### src/rtl/rs_pkg.sv
// rtl/rs_pkg.sv - shared GF(2^8) constants, arithmetic helpers and stage state encodings
package rs_pkg;

   // Primitive polynomial x^8+x^4+x^3+x^2+1 and the alpha powers the Chien/Forney steps use
   localparam logic [8:0] GF_PRIM_POLY = 9'h11D;
   localparam logic [7:0] GF_ALPHA     = 8'h02;
   localparam logic [7:0] GF_ALPHA2    = 8'h04;
   localparam logic [7:0] GF_ALPHA_INV = 8'h8E;

   // One-hot Chien/Forney stage states
   typedef enum logic [2:0] {
      ST_IDLE = 3'b001,
      ST_SCAN = 3'b010,
      ST_DONE = 3'b100
   } chs_state_t;

   // Shift-and-add GF(2^8) multiply
   function automatic logic [7:0] gf_mul(input logic [7:0] a, input logic [7:0] b);
      logic [7:0] acc;
      logic [7:0] sh;
      acc = 8'h00;
      sh  = a;
      for (int i = 0; i < 8; i++) begin
         if (b[i]) acc = acc ^ sh;
         sh = sh[7] ? ({sh[6:0], 1'b0} ^ GF_PRIM_POLY[7:0]) : {sh[6:0], 1'b0};
      end
      return acc;
   endfunction

   // Square-and-multiply power a^e for 0 <= e < 256
   function automatic logic [7:0] gf_pow(input logic [7:0] a, input int e);
      logic [7:0] acc;
      logic [7:0] base;
      int         k;
      acc  = 8'h01;
      base = a;
      k    = e;
      for (int i = 0; i < 8; i++) begin
         if (k[i]) acc = gf_mul(acc, base);
         base = gf_mul(base, base);
      end
      return acc;
   endfunction

   // alpha^e with the exponent reduced modulo the field order
   function automatic logic [7:0] alpha_pow(input int e);
      return gf_pow(GF_ALPHA, e % 255);
   endfunction

endpackage

### src/rtl/gf2m8_inverse.sv
// rtl/gf2m8_inverse.sv - combinational GF(2^8) inverse (a^254, zero maps to zero)
module gf2m8_inverse
   import rs_pkg::*;
(
   input  logic [7:0] a,
   output logic [7:0] y
);

   assign y = gf_pow(a, 254);

endmodule

### src/rtl/gf2m8_multi.sv
// rtl/gf2m8_multi.sv - combinational GF(2^8) multiplier
module gf2m8_multi
   import rs_pkg::*;
(
   input  logic [7:0] a,
   input  logic [7:0] b,
   output logic [7:0] p
);

   assign p = gf_mul(a, b);

endmodule

### src/rtl/s3_chs_forney.sv
// rtl/s3_chs_forney.sv - t=2 Chien search and Forney magnitudes; S3_CHS_FAIL_CHK_EN enables root counting and chs_fail
module s3_chs_forney
   import rs_pkg::*;
#(
   parameter int RS_N = 255
) (
   input  logic       clk,
   input  logic       rstn,
   input  logic       kes_done,
   input  logic [7:0] rs_lambda0,
   input  logic [7:0] rs_lambda1,
   input  logic [7:0] rs_lambda2,
   input  logic [7:0] rs_omega0,
   input  logic [7:0] rs_omega1,
   output logic       chs_err_vld,
   output logic [7:0] chs_err_val,
   output logic       chs_err_loc,
   output logic       chs_sof,
   output logic       chs_eof,
   output logic       chs_done,
   output logic       chs_fail,
   output logic       chs_overrun
);

   // Seeds place the terms at position RS_N-1; each scan cycle steps one position down
   localparam logic [7:0] POS_TOP = 8'(RS_N - 1);
   localparam logic [7:0] SEED_T1 = alpha_pow(255 - (RS_N - 1));
   localparam logic [7:0] SEED_T2 = alpha_pow(510 - 2 * (RS_N - 1));
   localparam logic [7:0] SEED_FN = alpha_pow(RS_N - 1);

   chs_state_t state, state_nxt;
   logic       is_idle, is_scan, is_done, start;
   logic [7:0] lam0, lam1, om1, l1_inv;
   logic [7:0] term1, term2, fterm, pos;
   logic [7:0] m1_a, m1_b, m2_a, m2_b, m3_a, m3_b;
   logic [7:0] t1_nxt, t2_nxt, fn_nxt, l1_inv_in;
   logic [7:0] chien_sum, fn_num, err_mag;
   logic       is_root;
   logic       fail_cond;

   assign is_idle = (state == ST_IDLE);
   assign is_scan = (state == ST_SCAN);
   assign is_done = (state == ST_DONE);
   assign start   = is_idle & kes_done;

   // In IDLE the multipliers form the seeds from the inputs; in SCAN they step the terms
   assign m1_a = is_idle ? rs_lambda1 : term1;
   assign m1_b = is_idle ? SEED_T1    : GF_ALPHA;
   assign m2_a = is_idle ? rs_lambda2 : term2;
   assign m2_b = is_idle ? SEED_T2    : GF_ALPHA2;
   assign m3_a = is_idle ? rs_omega0  : fterm;
   assign m3_b = is_idle ? SEED_FN    : GF_ALPHA_INV;

   gf2m8_multi   u_mul_t1  (.a(m1_a),   .b(m1_b),   .p(t1_nxt));
   gf2m8_multi   u_mul_t2  (.a(m2_a),   .b(m2_b),   .p(t2_nxt));
   gf2m8_multi   u_mul_fn  (.a(m3_a),   .b(m3_b),   .p(fn_nxt));
   gf2m8_multi   u_mul_val (.a(fn_num), .b(l1_inv), .p(err_mag));
   gf2m8_inverse u_inv     (.a(rs_lambda1), .y(l1_inv_in));

   assign chien_sum = lam0 ^ term1 ^ term2;
   assign is_root   = (chien_sum == 8'h00);
   assign fn_num    = fterm ^ om1;

   // State register
   always_ff @(posedge clk or negedge rstn) begin
      if (!rstn) state <= ST_IDLE;
      else       state <= state_nxt;
   end

   // Next state: start from IDLE, leave SCAN after position 0, DONE lasts one cycle
   always_comb begin
      state_nxt = state;
      case (state)
         ST_IDLE: if (kes_done) state_nxt = ST_SCAN;
         ST_SCAN: if (pos == 8'h00) state_nxt = ST_DONE;
         ST_DONE: state_nxt = ST_IDLE;
         default: state_nxt = ST_IDLE;
      endcase
   end

   // Coefficient capture on start, term stepping and position count-down during SCAN
   always_ff @(posedge clk or negedge rstn) begin
      if (!rstn) begin
         lam0   <= 8'h00;
         lam1   <= 8'h00;
         om1    <= 8'h00;
         l1_inv <= 8'h00;
         term1  <= 8'h00;
         term2  <= 8'h00;
         fterm  <= 8'h00;
         pos    <= 8'h00;
      end else if (start) begin
         lam0   <= rs_lambda0;
         lam1   <= rs_lambda1;
         om1    <= rs_omega1;
         l1_inv <= l1_inv_in;
         term1  <= t1_nxt;
         term2  <= t2_nxt;
         fterm  <= fn_nxt;
         pos    <= POS_TOP;
      end else if (is_scan) begin
         term1  <= t1_nxt;
         term2  <= t2_nxt;
         fterm  <= fn_nxt;
         pos    <= pos - 8'd1;
      end
   end

`ifdef S3_CHS_FAIL_CHK_EN
   logic [7:0] lam2;
   logic [1:0] root_cnt;
   logic [1:0] lam_deg;

   // Saturating root count per codeword, plus lambda2 kept for the degree check
   always_ff @(posedge clk or negedge rstn) begin
      if (!rstn) begin
         lam2     <= 8'h00;
         root_cnt <= 2'd0;
      end else if (start) begin
         lam2     <= rs_lambda2;
         root_cnt <= 2'd0;
      end else if (is_scan && is_root && root_cnt != 2'd3) begin
         root_cnt <= root_cnt + 2'd1;
      end
   end

   assign lam_deg   = (lam2 != 8'h00) ? 2'd2 : ((lam1 != 8'h00) ? 2'd1 : 2'd0);
   assign fail_cond = (root_cnt != lam_deg) | ((lam2 != 8'h00) & (lam1 == 8'h00));
`else
   assign fail_cond = 1'b0;
`endif

   // Registered slot outputs; a zero lambda1 never produces a magnitude
   always_ff @(posedge clk or negedge rstn) begin
      if (!rstn) begin
         chs_err_vld <= 1'b0;
         chs_err_val <= 8'h00;
         chs_err_loc <= 1'b0;
         chs_sof     <= 1'b0;
         chs_eof     <= 1'b0;
         chs_done    <= 1'b0;
         chs_fail    <= 1'b0;
         chs_overrun <= 1'b0;
      end else begin
         chs_err_vld <= is_scan;
         chs_err_val <= (is_scan && is_root && lam1 != 8'h00) ? err_mag : 8'h00;
         chs_err_loc <= is_scan & is_root;
         chs_sof     <= is_scan & (pos == POS_TOP);
         chs_eof     <= is_scan & (pos == 8'h00);
         chs_done    <= is_done;
         chs_fail    <= is_done & fail_cond;
         chs_overrun <= kes_done & ~is_idle;
      end
   end

endmodule

### config.mk
export PLATFORM = sky130hd
export DESIGN_NAME = s3_chs_forney
export DESIGN_NICKNAME = d
export VERILOG_FILES = /design/src/rtl/rs_pkg.sv /design/src/rtl/gf2m8_inverse.sv /design/src/rtl/gf2m8_multi.sv /design/src/rtl/s3_chs_forney.sv
export SDC_FILE = /design/constraint.sdc
export NUM_CORES = 1
export LEC_CHECK = 0
export ABC_AREA = 1
export CAP_MARGIN = 15
export CORE_ASPECT_RATIO = 1.5
export CORE_UTILIZATION = 28
export CTS_BUF_LIST = sky130_fd_sc_hd__clkbuf_8
export DETAILED_ROUTE_END_ITERATION = 7
export PLACE_DENSITY_LB_ADDON = 0.15
export REMOVE_ABC_BUFFERS = 1
export SETUP_SLACK_MARGIN = 0.2
export SLEW_MARGIN = 20
export SYNTH_ARGS = -nofsm -noshare
export SYNTH_HDL_FRONTEND = slang
export SYNTH_SLANG_ARGS = --single-unit
### constraint.sdc
create_clock -name clk -period 7.2 [get_ports clk]
set_input_delay 1.44 -clock clk [delete_from_list [all_inputs] [get_ports clk]]
set_output_delay 1.44 -clock clk [all_outputs]
set_load 0.005 [all_outputs]
After elaboration in Yosys (flattened, before gate mapping)

Index checks and enable logic that the tools add are counted.

Add/sub/neg operators: 1
$mul: 0
Divide/modulo/power cells: 0
$lt $le $gt $ge: 0
Eq/ne operators: 6
Shift-type cells: 0
Mux-type cells: 243
Bitwise logic cells: 225
Reduce and logical (&&, ||, !) cells: 7

Operators with widths:

| kind                                                  | count |
|---|---|
| two-way mux 8 bit                                     | 125 |
| XOR 8 bit                                             | 104 |
| two-way mux 5 bit                                     | 109 |
| NOT 4 bit                                             | 108 |
| zero test 8 bit                                       | 2 |
| two-way mux 3 bit                                     | 3 |
| equality test 8 bit, second input constant            | 1 |
| nonzero test 8 bit                                    | 1 |
| subtractor 8 x 1 -> 8 bit, second input constant      | 1 |
| two-way mux 7 bit                                     | 1 |
| NOT 1 bit, first input constant                       | 7 |
| two-way mux 6 bit                                     | 1 |
| case mux 3 bit (2 select lines)                       | 1 |
| AND 1 bit                                             | 5 |
| two-way mux 4 bit                                     | 1 |
| equality test 3 x 1 -> 1 bit, second input constant   | 1 |
| equality test 3 x 2 -> 1 bit, second input constant   | 1 |
| equality test 3 bit, second input constant            | 1 |
| logical AND 1 bit                                     | 2 |
| two-way mux 2 bit                                     | 1 |
| inequality test 2 x 1 -> 1 bit, second input constant | 1 |
| inequality test 2 bit, second input constant          | 1 |
| AND reduction 2 bit                                   | 1 |
| nonzero test 2 bit                                    | 1 |
| 2 further kinds                                       | 2 |

Register bits after elaboration: 81
Bits in latches: 0
Bits in writable memories: 0
ROM bits: 0
Bits of input ports: 43
Output and inout bits: 15
Word-level logic and storage cells: 498
Memories kept: 0

Longest topological paths before layout

Depth in word-level cells: 127
Depth in mapped cells: 118
Depth with buffers taken out: 111

Cells and area by module

From an unflattened synthesis, not the netlist that was laid out.

Cell total of the unflattened synthesis: 6359
Area, all modules: 31271.2 µm²

By module, submodules not included:

| module        | times used | cells an instance | area an instance (µm²) | sequential area each (µm²) |
|---|---|---|---|---|
| gf2m8_inverse | 1          | 4562              | 21090.2                | 0.0 |
| gf2m8_multi   | 4          | 335               | 1616.6                 | 0.0 |
| s3_chs_forney | 1          | 457               | 3714.8                 | 2028.2 |

Worst setup path before layout

OpenSTA, ideal clock, no wires.

Path type: input -> register
Start: input port rs_lambda1[0]
End: register l1_inv[0]
Library setup time: 0.117 ns
Arrival time: 12.767 ns
Required time: 7.083 ns
Slack: -5.685 ns
Stages on the path: 97
Buffers on the path: 14
Path through: ha_1 inv_1 nand2_1 nand2_1 nand2_1 inv_1 nand2_1 nand2_1 nand2_1 nand3_1 nand2_4 inv_4 buf_6 buf_4 ha_1 inv_1 nand2_1 nand2_1 [61 not listed] xor2_1 inv_1 nand2_1 nand2_1 nand2_1 nand2_1 o21ai_1 nand2_2 nor2_1 xor2_1 xor2_1 inv_1 nand2_1 nand3_1 nand2_1 nand2_1 nand3_1 nand2_1

Word-level cells in the longest chain between the ends: 120
Elaborated cells between the ends (all ways): 374
Classes of those cells: mux (200); bitwise (174)

RTL lines:

| element              | RTL line            | text |
|---|---|---|
| start, declared      | s3_chs_forney.sv:11 | `input logic [7:0] rs_lambda1,` |
| two-way mux 8 bit    | rs_pkg.sv:24        | `if (b[i]) acc = acc ^ sh;` |
| XOR 8 bit            | rs_pkg.sv:24        |  |
| two-way mux 8 bit    | rs_pkg.sv:24        |  |
| XOR 8 bit            | rs_pkg.sv:24        |  |
| two-way mux 8 bit    | rs_pkg.sv:24        |  |
| XOR 8 bit            | rs_pkg.sv:24        |  |
| two-way mux 8 bit    | rs_pkg.sv:24        |  |
| XOR 8 bit            | rs_pkg.sv:24        |  |
| [104 not listed]     | --                  |  |
| XOR 8 bit            | rs_pkg.sv:24        |  |
| two-way mux 8 bit    | rs_pkg.sv:24        |  |
| XOR 8 bit            | rs_pkg.sv:24        |  |
| two-way mux 8 bit    | rs_pkg.sv:24        |  |
| XOR 8 bit            | rs_pkg.sv:24        |  |
| two-way mux 8 bit    | rs_pkg.sv:24        |  |
| XOR 8 bit            | rs_pkg.sv:24        |  |
| two-way mux 8 bit *  | rs_pkg.sv:24        |  |
| end signal, assigned | s3_chs_forney.sv:96 | `l1_inv <= l1_inv_in;` |
| end, declared        | s3_chs_forney.sv:33 | `logic [7:0] lam0, lam1, om1, l1_inv;` |

Every way passes the cells marked *; elsewhere a longest branch is shown, timed or not.
A chain may end at the register's enable or synchronous reset.

Final worst setup path

Start: input port rs_lambda1[5]
End: register l1_inv[0]

Word-level cells in the longest chain between the ends: 118
Elaborated cells between the ends (all ways): 376
Classes of those cells: mux (201); bitwise (175)

RTL lines:

| element                                        | RTL line |
|---|---|
| XOR 8 bit or two-way mux 8 bit (tied branches) | rs_pkg.sv:24 |
| two-way mux 8 bit or XOR 8 bit (tied branches) | rs_pkg.sv:24 |
| XOR 8 bit or two-way mux 8 bit (tied branches) | rs_pkg.sv:24 |
| two-way mux 8 bit or XOR 8 bit (tied branches) | rs_pkg.sv:24 |
| XOR 8 bit or two-way mux 8 bit (tied branches) | rs_pkg.sv:24 |
| two-way mux 8 bit or XOR 8 bit (tied branches) | rs_pkg.sv:24 |
| XOR 8 bit or two-way mux 8 bit (tied branches) | rs_pkg.sv:24 |
| two-way mux 8 bit or XOR 8 bit (tied branches) | rs_pkg.sv:24 |
| [102 not listed]                               | -- |
| XOR 8 bit                                      | rs_pkg.sv:24 |
| two-way mux 8 bit                              | rs_pkg.sv:24 |
| XOR 8 bit                                      | rs_pkg.sv:24 |
| two-way mux 8 bit                              | rs_pkg.sv:24 |
| XOR 8 bit                                      | rs_pkg.sv:24 |
| two-way mux 8 bit                              | rs_pkg.sv:24 |
| XOR 8 bit                                      | rs_pkg.sv:24 |
| two-way mux 8 bit *                            | rs_pkg.sv:24 |

Marks and branches as above.

==> impl_metrics.yaml <==
clock_network:
  cts.path.max_buffers: 2
  cts_buffers: 9
  clock-sinks: 81
  clk_pin_slew_ps: 90
  clock_latency_ps: 380
  cts_tree: "built"
  cts_root_buf: "clkbuf_8"
  cts.htree.levels: 3
routing:
  drcViolationCount: 0
  routedWlPerCell_um: 14.9
  firstDrtPassIters: 8
  drt_iter0_drc: 1579
  wl_um: 107000
  vias: 34488
  detail-route-antenna-nets: 0
  post_drt_via_cell_ratio: 4.79
sta:
  fmax_mhz: 92.3
  setup_violations: 8
  tightest_slew_ps: 985
  finalCritPeriodShare_pct: 151
  clock_skew_ps: 16.1
  relSlewSlack_pct: 34.3
  rsz0062_at_grt: "true"
  fin_crit_ps: 10840
  report.final.slew_viol_count: 0
  holdWs_ps: 483
  final_hold_viol_count: 0
  timing.final.ws_setup_ps: -3640
setup_path:
  worst-setup-path-type: "in -> reg"
  critPathMostFrequentCell: "nand2_1"
  rr_startpoint: "fterm[7]"
  worst_ep_arrival_time_ps: 11150
  worst_setup_path_start_kind: "input pin"
  cp.required_ps: 7510
  crit_path_end_kind: "register"
  cp-startpoint: "rs_lambda1[5]"
  critPathSlowestCell: "xor2_4"
  max_stage_delay_ps: 260
  critPathBufInv: 20
  critPathTopFamily: "simple AND/OR/NAND/NOR gates"
  crit_fanout: 8
logic_synthesis:
  synth_edf_count: 0
  ys_warn_count: 0
  synth_seq_cells: 81
  synth_area_leaders: "nand2_1, nand3_1, inv_1"
  post_synth_instance_area_um2: 25600
  yosys-top-cells-count: "nand2_1, nand3_1, inv_1, nor2_1, nand2_2"
  synth_top_area_share_pct: 34.2
  synth_ff_type: "dfrtp_1"
  synth_area_leader_cell: "nand2_1"
  yosysSeqAreaShare_pct: 7.91
  syn-mean-instance-area_um2: 4.96
  synthArstFlopShare_pct: 100
  syn_inst: 5166
  synth_cell_types: 50
  yosysMostFrequentCell: "nand2_1"
cells_and_area:
  area_growth_pct: 55.4
  antennaDiodeCount: 0
  filler_cell_count: 9799
  stdcell_area_um2: 39800
  final_util_pct: 44.0
  drive_gt1_share_pct: 37.4
  nets: 6087
outcome:
  violations: "negative setup slack"
  status: "finished, violations left"
grt:
  grt.overflow.total: 0
  grt_pass1_vias: 32878
  antenna_found_initial: 0
  grt_usage_pct: 22.1
  grt_max_degree: 82
  grt_first_pass_wirelength_um: 167000
min_path:
  min_path_type: "reg -> reg"
  hp-start: "l1_inv[0]"
floorplan:
  coreArea_um2: 90500
  die_w_um: 249
  io_pins: 58
  die-area_um2: 92800
  num_rows: 135
  start_util_pct: 28.3
  fp.dieH_um: 373
place:
  gp_congestion: 0.897
  numPortBuffers: 56
  dpl-instance-area_um2: 32300
  post-place-ws_ps: -5340
  hpwl_um: 83400
run:
  maxCapViolations: 0
sequential cells by signal (all words and copies together) (netlist names):
signal and flops:
chs_err_val 8, chs_overrun 1, lam0 8, chs_sof 1, chs_done 1, term1 8, lam1 8, chs_err_loc 1
om1 8, term2 8, state 3, pos 8, l1_inv 8, chs_err_vld 1, fterm 8, chs_eof 1
final timing paths:
check                                 end  slack, ps  cells past startpoint
max                             l1_inv[0]      -3640                     95
min                             l1_inv[0]        480                      2
max reg2reg                chs_err_val[4]       3980                     10
min reg2reg                     l1_inv[0]        480                      2
max in group asynchronous        fterm[7]       5570                      1
min in group asynchronous          pos[2]       1110                      1
per-stage QoR:
stage               std cells  TNS, ps
finish                   7199   -28730
global route             7199   -35020
CTS                      7111   -27690
detailed placement       6960   -42340
global placement         6960   -41760
floorplan                5026   -52420
worst register-to-register path, delay by kind of cell (launching register included):
| kind | cells | cell delay [ps] |
|---|---|---|
| AOI/OAI and AO/OA | 2 | 260 |
| and+or+nand+nor | 1 | 140 |
| xor gates and xnor gates | 6 | 2190 |
| buffers and inverters | 1 | 160 |
| DFF | 1 | 410 |
cells in the final DEF (no fill, tap or decap), types with 6 or more instances in the layout:
cell,instances
inv_6,10
nand2_2,485
inv_2,88
inv_4,23
o21ai_0,57
xor2_2,14
a21oi_1,21
o21ai_1,13
buf_4,786
nand2_4,171
ha_4,11
xnor2_2,10
buf_8,6
clkinv_1,10
or2_2,7
a21oi_2,12
clkdlybuf4s50_1,47
clkbuf_8,9
nand2_8,24
nand3_4,65
o211ai_1,6
inv_1,521
nor2_4,28
nand4_1,38
xor2_1,91
nor2_1,206
nand2_1,1853
nand3_2,265
buf_12,50
o21ai_2,10
nand3_1,708
xnor2_1,63
nand3b_1,38
nor2_2,60
buf_6,86
dfrtp_1,80
routing by layer:
layer | track usage [%] | vias up | routed length, µm
met5 | 0 | - | 0
met2 | 45.9 | 602 | 59300
met4 | 10.4 | 0 | 5500
li1 | - | 17907 | -
met1 | 22.4 | 15702 | 40200
met3 | 0.885 | 277 | 1910
cells by family after synthesis:
logic type               share of synthesized area, %
buffers and inverters                            13.7
flip-flops                                       7.91
adder cells (fa/ha/maj)                         0.683
other                                          0.0146
AND/OR/NAND/NOR                                  68.2
XOR/XNOR                                         6.49
multiplexers                                   0.0390
AO/OA/AOI/OAI                                    2.89
final cells by class:
cell class / instances / area (µm²) / area share [%]
Clock buffer: 9 / 124 / 0.311
Clock inverter: 7 / 86.3 / 0.217
Inverter: 654 / 2560 / 6.44
Multi-Input combinational cell: 4299 / 25000 / 62.7
Sequential cell: 81 / 2030 / 5.09
Tap cell: 1164 / 1460 / 3.66
Timing Repair Buffer: 984 / 8580 / 21.5
Timing Repair inverter: 1 / 6.26 / 0.0157
what timing repair did:
action,in CTS,in global routing
setup endpoints to repair,8,8
resized for setup,899,501
pin swaps,325,223
buffers inserted,123,86
endpoints found under the hold margin,0,0
cloned,12,2
hold buffers,0,0
Power is not shown: default switching activity piles up to over one toggle a cycle in this logic, so the estimate is an artifact.
